`config.mk`:
```
export PLATFORM = sky130hd
export DESIGN_NAME = cic_decim_strobe_ctrl
export DESIGN_NICKNAME = d
export VERILOG_FILES = /design/src/rtl/cic_decim_strobe_ctrl.sv
export SDC_FILE = /design/constraint.sdc
export NUM_CORES = 1
export LEC_CHECK = 0
export BUFFER_PORTS_ARGS = -buffer_cell sky130_fd_sc_hd__buf_4
export CAP_MARGIN = 20
export CORE_MARGIN = 10
export CORE_UTILIZATION = 25
export DETAILED_ROUTE_END_ITERATION = 10
export PLACE_DENSITY = 0.46
export REMOVE_ABC_BUFFERS = 1
export SLEW_MARGIN = 20
export SYNTH_ARGS = -nofsm -noshare
export SYNTH_HDL_FRONTEND = slang
export SYNTH_SLANG_ARGS = --single-unit
```
`constraint.sdc`:
```
create_clock -name clk_i -period 9.45 [get_ports clk_i]
set_clock_uncertainty 0.1 [all_clocks]
set_input_delay 1.89 -clock clk_i [delete_from_list [all_inputs] [get_ports clk_i]]
set_output_delay 1.89 -clock clk_i [all_outputs]
set_load 0.02 [all_outputs]
```
`src/rtl/cic_decim_strobe_ctrl.sv`:
```
`default_nettype none
// ============================================================================
// Module      : cic_decim_strobe_ctrl
// Description : Rate controller for the CIC decimator. Counts accepted input
//               samples and raises the output-rate strobe for the comb section.
//               A new decimation ratio takes effect only at a frame start.
//               An external sync pulse re-aligns the frame. Output valid is
//               suppressed for WARMUP strobes after reset, after a ratio change
//               and after a sync.
// Revision    : 1.0 - initial release
// ----------------------------------------------------------------------------
// Ports
//   clk_i        : clock
//   rst_i        : asynchronous active-high reset
//   en_i         : global clock enable; all state holds while low
//   act_i        : input sample strobe
//   ratio_i      : requested decimation ratio (0 and 1 both mean 1)
//   sync_i       : frame re-alignment pulse
//   act_out_o    : output-rate strobe to the decimator's comb section
//   val_o        : qualifies the decimator's data output
//   warm_o       : high while the warm-up count is incomplete
//   ratio_cur_o  : ratio in force for the current frame
// ============================================================================
module cic_decim_strobe_ctrl #(
  parameter int RATE_WIDTH = 8,
  parameter int WARMUP     = 15
) (
  input  logic                  clk_i,
  input  logic                  rst_i,
  input  logic                  en_i,
  input  logic                  act_i,
  input  logic [RATE_WIDTH-1:0] ratio_i,
  input  logic                  sync_i,
  output logic                  act_out_o,
  output logic                  val_o,
  output logic                  warm_o,
  output logic [RATE_WIDTH-1:0] ratio_cur_o
);

  localparam int                    WCNT_W     = 8;
  localparam logic [WCNT_W-1:0]     c_warmup   = WCNT_W'(WARMUP);
  localparam logic [WCNT_W-1:0]     c_wcnt_one = WCNT_W'(1);
  localparam logic [RATE_WIDTH-1:0] c_one      = RATE_WIDTH'(1);

  logic [RATE_WIDTH-1:0] r_cnt;
  logic [RATE_WIDTH-1:0] r_ratio_q;
  logic [WCNT_W-1:0]     r_wcnt;
  logic                  r_act_out;
  logic                  r_val;

  logic                  w_accept;
  logic                  w_sync;
  logic                  w_frame_start;
  logic [RATE_WIDTH-1:0] w_eff_raw;
  logic [RATE_WIDTH-1:0] w_eff;
  logic [RATE_WIDTH-1:0] w_cnt_base;
  logic                  w_wrap;
  logic                  w_req;
  logic                  w_load;
  logic                  w_ratio_chg;
  logic                  w_warm_clr;
  logic                  w_warm_done;

  assign w_accept      = en_i & act_i;
  assign w_sync        = en_i & sync_i;

  // A sync makes the current sample the first of a fresh frame, so the frame
  // start and the counter base behave as if cnt were already zero.
  assign w_frame_start = w_sync | (r_cnt == '0);
  assign w_cnt_base    = w_sync ? '0 : r_cnt;

  // Ratio is sampled from the input only at a frame start; 0 is treated as 1.
  assign w_eff_raw     = w_frame_start ? ratio_i : r_ratio_q;
  assign w_eff         = (w_eff_raw == '0) ? c_one : w_eff_raw;

  assign w_wrap        = (w_cnt_base == (w_eff - c_one));
  assign w_req         = w_accept & w_wrap;
  assign w_load        = w_accept & w_frame_start;

  // r_ratio_q is 0 only after reset, so the first load always restarts warm-up.
  assign w_ratio_chg   = w_load & (w_eff != r_ratio_q);
  assign w_warm_clr    = w_sync | w_ratio_chg;
  assign w_warm_done   = (r_wcnt == c_warmup);

  always_ff @(posedge clk_i or posedge rst_i) begin
    if (rst_i) begin
      r_cnt     <= '0;
      r_ratio_q <= '0;
      r_wcnt    <= '0;
      r_act_out <= 1'b0;
      r_val     <= 1'b0;
    end else if (en_i) begin
      if (w_accept) begin
        r_cnt <= w_wrap ? '0 : (w_cnt_base + c_one);
      end else if (w_sync) begin
        r_cnt <= '0;
      end

      if (w_load) begin
        r_ratio_q <= w_eff;
      end

      // A clear wins over a strobe consumed in the same cycle.
      if (w_warm_clr) begin
        r_wcnt <= '0;
      end else if (r_act_out && !w_warm_done) begin
        r_wcnt <= r_wcnt + c_wcnt_one;
      end

      // With en_i high any pending strobe is consumed this cycle, so the
      // strobe register simply follows the new request.
      r_act_out <= w_req;
      r_val     <= r_act_out & w_warm_done;
    end
  end

  assign act_out_o   = r_act_out;
  assign val_o       = r_val;
  assign warm_o      = ~w_warm_done;
  assign ratio_cur_o = r_ratio_q;

endmodule
`default_nettype wire

```
==> reports/metrics.yaml, run 1 <==
initial_utilization_pct: 25.7
routed_wl_microns: 5430
power.density_nw_per_um2: 232
tritoncts: "done"
drive_gt1_share_pct: 17.4
synth_top_family_by_area: "simple AND/OR/NAND/NOR gates"
grt_pass1_vias: 1699
pin_count: 24
synthXorXnorAreaFrac_pct: 7.89
die_area_sq_um: 12000
cts-root-buf: "clkbuf_8"
place_congestion: 0.733
synth-edff-count: 0
synthSimpleGateAreaFrac_pct: 29.0
period_share_pct: 58.8
yosysTopAreaCellShare_pct: 32.6
overflow: 0
synth_adder_area_share_pct: 1.88
slew_violations: 0
wl_per_cell_microns: 15.6
yosysSeqAreaShare_pct: 32.6
internal-power_w: 0.000307
portBuffers: 23
power_frac_comb_pct: 46.9
crit_type: "in2reg"
clock.fmax_mhz: 180
yosysUniqueCellTypes: 52
yosys-top-cells-area: "dfrtp_1 33%, xnor2_1 4.8%, mux2_2 3.9%"
synth_cells: 234
yosysTopAreaCell: "dfrtp_1"
syn_avg_cell_area_sq_um: 8.54
syn_area_sq_um: 2000
ff_latch_area_sq_um: 651
critPathCaptureType: "register"
worstPathRequired_ps: 9530
multi_input_area_sq_um: 1230
n_antenna_cell: 0
utilization_pct: 29.7
grt_max_degree: 27
path_max_fanout: 21
synthFlopType: "dfrtp_1"
drtAntennaViolNets: 0
die_w_microns: 109
drtIter0Drc: 126
die-height_microns: 109
final.setup.tns_ps: 0
cts_setup_buffers: 0
synth_warnings: 0
ir_drop_uv: 173
numCtsBuffers: 3
p_clk_share_pct: 18.5
cts_hold_buf: 0
routed_via_density: 5.16
critPathArrivalTime_ps: 5640
synth-seq-cells: 26
start_kind: "primary input"
grt_setup_unrepaired: "no"
core_sq_um: 7770
tightestPinTransition_ps: 890
seq_power_share_pct: 34.6
syn2layout_area_growth_pct: 15.3
yosysMostFrequentCell: "dfrtp_1"
hold_path.class: "reg2reg"
p_switching_w: 0.000228
clk_latency_ps: 280
swShare_pct: 42.6
nFillCells: 870
antenna_found_initial: 0
drcViolationCount: 0
finalSetupViolCount: 0
grt_usage_pct: 9.12
layout.nets: 264
synthArstFlopShare_pct: 100
grt_pass1_wl_microns: 8830
vias: 1801
total_leakage_power_nw: 0.923
cts.path.max_buffers: 2
slew_headroom_pct: 40.7
synth_common_cells: "26 x dfrtp_1, 20 x nand2_1, 19 x nor2_1, 13 x inv_1, 12 x nor3_1"
synth_mux_area_share_pct: 5.95
drv_cap: 0
cts_resized: 0
clkSlewWorstSetupHoldPaths_ps: 100
hold_viol: 0
synth_compound_area_share_pct: 17.0
cts_sinks: 26
period_minus_slack_ps: 5550
cts-htree-levels: 1
firstDrtPassIters: 4
reg2reg_setup_slack_ps: 5270
status: "finished clean"
hpwl_microns: 4030
rows: 32
## worst max-delay path: stages
cell and delay, ps:
buf_4 180, and2_1 260, a21oi_1 730, mux2_2 470, ha_1 310, nor3_1 170
o22ai_1 100, o21ai_0 90, a2111oi_0 140, or4_4 470, nor4b_4 480, nor2_1 120
a22o_1 220
## final timing paths
path | from | endpoint | depth (start not counted)
hold / removal | val_o$_DFFE_PP0P_ | val_o$_DFFE_PP0P_ | 2
hold reg to reg | val_o$_DFFE_PP0P_ | val_o$_DFFE_PP0P_ | 2
max in group asynchronous | rst_i | ratio_cur_o[1]$_DFFE_PP0P_ | 2
setup / recovery | en_i | r_cnt[7]$_DFFE_PP0P_ | 13
setup reg to reg | r_cnt[2]$_DFFE_PP0P_ | r_cnt[7]$_DFFE_PP0P_ | 12
min in group asynchronous | rst_i | r_wcnt[3]$_DFFE_PP0P_ | 2
## logic make-up after synthesis
family | count (synthesis)
buf+inv | 27
flops | 26
mux | 11
fa+ha+maj | 3
simple gates | 102
xor+xnor | 18
compound gates | 47
## registers in the layout (all words and copies together), names as in the netlist
register and cells:
act_out_o 1, ratio_cur_o 8, r_cnt 8, r_wcnt 8
val_o 1
## layout by cell type (no fill, tap or decap), types with 4 or more instances in the layout
cell type	n
nand4_1	10
xor2_1	7
inv_1	12
or3_1	4
nor3_1	12
a21oi_1	6
o22ai_1	6
nor2_1	19
o21ai_0	8
nand3_1	11
nor4_1	4
buf_4	23
dfrtp_1	26
mux2i_1	4
mux2_2	7
nand2_1	20
xnor2_1	11
## layout make-up
cell class              instances  area share (%)
clock buffers                   3            1.79
clock inverters                 1            1.30
inverters                      13            2.12
multi-input cells             181            53.5
flip-flops and latches         26            28.2
well taps                     102            5.54
repair buffers                 23            7.50
## power by group through the flow
stage               Combinational, W  Clock [W]  Sequential (W)
floorplan                   0.000160          0        0.000193
global placement            0.000251          0        0.000188
detailed placement          0.000251          0        0.000187
finish                      0.000251  0.0000987        0.000185
global route                0.000279   0.000108        0.000192
CTS                         0.000252   0.000103        0.000186
## metrics by stage
stage / hold WS (ps) / cells / power, W / worst slack, ps / area, sq um
floorplan: 378 / 220 / 0.000354 / 4300 / 1930
detailed placement: 416 / 345 / 0.000439 / 3590 / 2230
global placement: 408 / 345 / 0.000439 / 3690 / 2230
finish: 426 / 349 / 0.000535 / 3900 / 2300
CTS: 433 / 349 / 0.000541 / 3910 / 2300
global route: 444 / 349 / 0.000578 / 3550 / 2300
## per-layer routing
layer  wire, microns  track usage (%)  up-vias
li1                -                -      884
met1            2580             12.8      857
met2            2370             13.6       58
met3             459             2.81        2
met4              23             1.39        0
met5               0                0        -
Power figures use the tool's default switching activity.
==> inputs of run 2 (changes only) <==
--- a/config.mk
+++ b/config.mk
@@ -10,7 +10,7 @@
 export CORE_MARGIN = 10
 export CORE_UTILIZATION = 25
 export DETAILED_ROUTE_END_ITERATION = 10
-export PLACE_DENSITY = 0.46
+export PLACE_DENSITY = 0.47
 export REMOVE_ABC_BUFFERS = 1
 export SLEW_MARGIN = 20
 export SYNTH_ARGS = -nofsm -noshare
==> constraint.sdc (replaced) <==
create_clock -name clk_i -period 4.7 [get_ports clk_i]
set_clock_uncertainty 0.1 [all_clocks]
set_input_delay 0.94 -clock clk_i [delete_from_list [all_inputs] [get_ports clk_i]]
set_output_delay 0.94 -clock clk_i [all_outputs]
set_load 0.02 [all_outputs]
==> reports/metrics.yaml, run 2 (same netlist as run 1, synthesis figures left out) <==
cts_sinks: 26
place_congestion: 0.768
routed_wl_microns: 5390
antenna_found_initial: 0
clkSlewWorstSetupHoldPaths_ps: 100
r2r_cells: 13
final_cell_mix: "26 x dfrtp_1, 26 x buf_4, 20 x nand2_1"
grt_max_degree: 21
final.setup.tns_ps: 0
cts.path.max_buffers: 2
die_w_microns: 109
drcViolationCount: 0
ir_drop_uv: 223
power.density_nw_per_um2: 457
drive_gt1_share_pct: 18.3
period_share_pct: 86.1
total_leakage_power_nw: 0.951
grt_usage_pct: 9.34
hold_ws_ps: 427
cts_setup_buffers: 0
worstHoldStart: "r_wcnt[0]$_DFFE_PP0P_"
syn2layout_area_growth_pct: 17.8
layout.nets: 268
slew_headroom_pct: 52.0
cts-root-buf: "clkbuf_8"
drtAntennaViolNets: 0
whs_path_depth: 1
slew_violations: 0
cts_hold_buf: 0
hold_path.class: "reg2reg"
slowest_stage: "nor4b_4"
status: "finished clean"
overflow: 0
reg2reg_to: "r_cnt[5]$_DFFE_PP0P_"
pin_count: 24
start_kind: "primary input"
tritoncts: "done"
routed_via_density: 5.12
die-height_microns: 109
numCtsBuffers: 3
cts-htree-levels: 1
vias: 1807
drtIter0Drc: 54
worstPathRequired_ps: 4780
hold_viol: 0
clk_latency_ps: 280
clock.fmax_mhz: 247
period_minus_slack_ps: 4050
r2r-start: "r_cnt[5]$_DFFE_PP0P_"
cp_top_family: "simple AND/OR/NAND/NOR gates"
worstHoldEndpoint: "r_wcnt[0]$_DFFE_PP0P_"
tightestPinTransition_ps: 711
path_buf_inv: 2
grt_setup_unrepaired: "no"
critPathCaptureType: "register"
path_cells: "buf_4, and2_1, a21oi_1, buf_4, mux2_2, ha_1, nor3_1, o22ai_1, o21ai_0, a2111oi_0, or4_4, nor4b_4, o31ai_1, a21o_1"
reg2reg_setup_slack_ps: 890
portBuffers: 23
core_sq_um: 7770
die_area_sq_um: 12000
wl_per_cell_microns: 15.3
firstDrtPassIters: 4
finalSetupViolCount: 0
cp_common_cell: "buf_4"
slowest_delay_ps: 480
nFillCells: 846
cts_resized: 0
drv_cap: 0
rows: 32
crit_type: "in2reg"
grt_pass1_vias: 1835
hpwl_microns: 4180
path_max_fanout: 14
grt_pass1_wl_microns: 9140
initial_utilization_pct: 25.7
n_antenna_cell: 0
critPathArrivalTime_ps: 4130
[run 2: cell types whose count changed in the layout (fill, tap and decap cells not counted), sizes merged]
cell | before | now
buf | 23 | 27
[run 2: layout make-up]
class | count | area [sq um] | area share (%)
clock inverter | 1 | 30.0 | 1.28
clock buffer | 3 | 41.3 | 1.75
inverter | 13 | 48.8 | 2.07
tap | 102 | 128 | 5.42
sequential | 26 | 651 | 27.6
multi-input combinational | 181 | 1230 | 52.4
timing repair buffer | 27 | 223 | 9.46
[run 2: worst max-delay path by stage]
stage / start / to / slack, ps / depth (start not counted)
4_1_cts: sync_i / r_cnt[5]$_DFFE_PP0P_ / 650 / 14
3_3_place_gp: sync_i / r_cnt[7]$_DFFE_PP0P_ / 360 / 14
5_1_grt: sync_i / r_cnt[5]$_DFFE_PP0P_ / 390 / 14
2_1_floorplan: sync_i / r_cnt[7]$_DFFE_PP0P_ / 500 / 12
3_5_place_dp: sync_i / r_cnt[5]$_DFFE_PP0P_ / 340 / 14
6_report: sync_i / r_cnt[5]$_DFFE_PP0P_ / 650 / 14
[run 2: layer usage]
layer	track usage [%]	vias to the layer above	part of all wire [%]	wire, microns
li1	-	895	-	-
met1	12.8	875	50	2700
met2	14.4	35	44	2360
met3	2.87	2	6.0	322
met4	1.21	0	0.13	7
met5	0	-	0	0
[run 2: through the flow]
step	instances	cell area, sq um	total power [W]	util [%]	setup WS (ps)
4_1_cts	353	2350	0.00109	30.3	649
2_1_floorplan	220	1930	0.000712	-	505
6_report	353	2350	0.00107	30.3	653
3_3_place_gp	348	2250	0.000889	29.0	362
5_1_grt	353	2350	0.00117	30.3	394
3_5_place_dp	349	2280	0.000889	29.4	345
[run 2: where the power goes]
group / internal, W / total (W) / switching [W]
clock: 0.000114 / 0.000194 / 0.0000802
combinational: 0.000244 / 0.000509 / 0.000265
sequential: 0.000267 / 0.000371 / 0.000104
total: 0.000625 / 0.00107 / 0.000450
[run 2: worst register-to-register path, cell delays in order (launching register included)]
cell and delay [ps]:
dfrtp_1 490, nor4_2 470, a21oi_1 130, buf_4 200, mux2_2 330, ha_1 300, nor3_1 160, o22ai_1 100
o21ai_0 70, a2111oi_0 100, or4_4 460, nor4b_4 480, o31ai_1 140, a21o_1 190
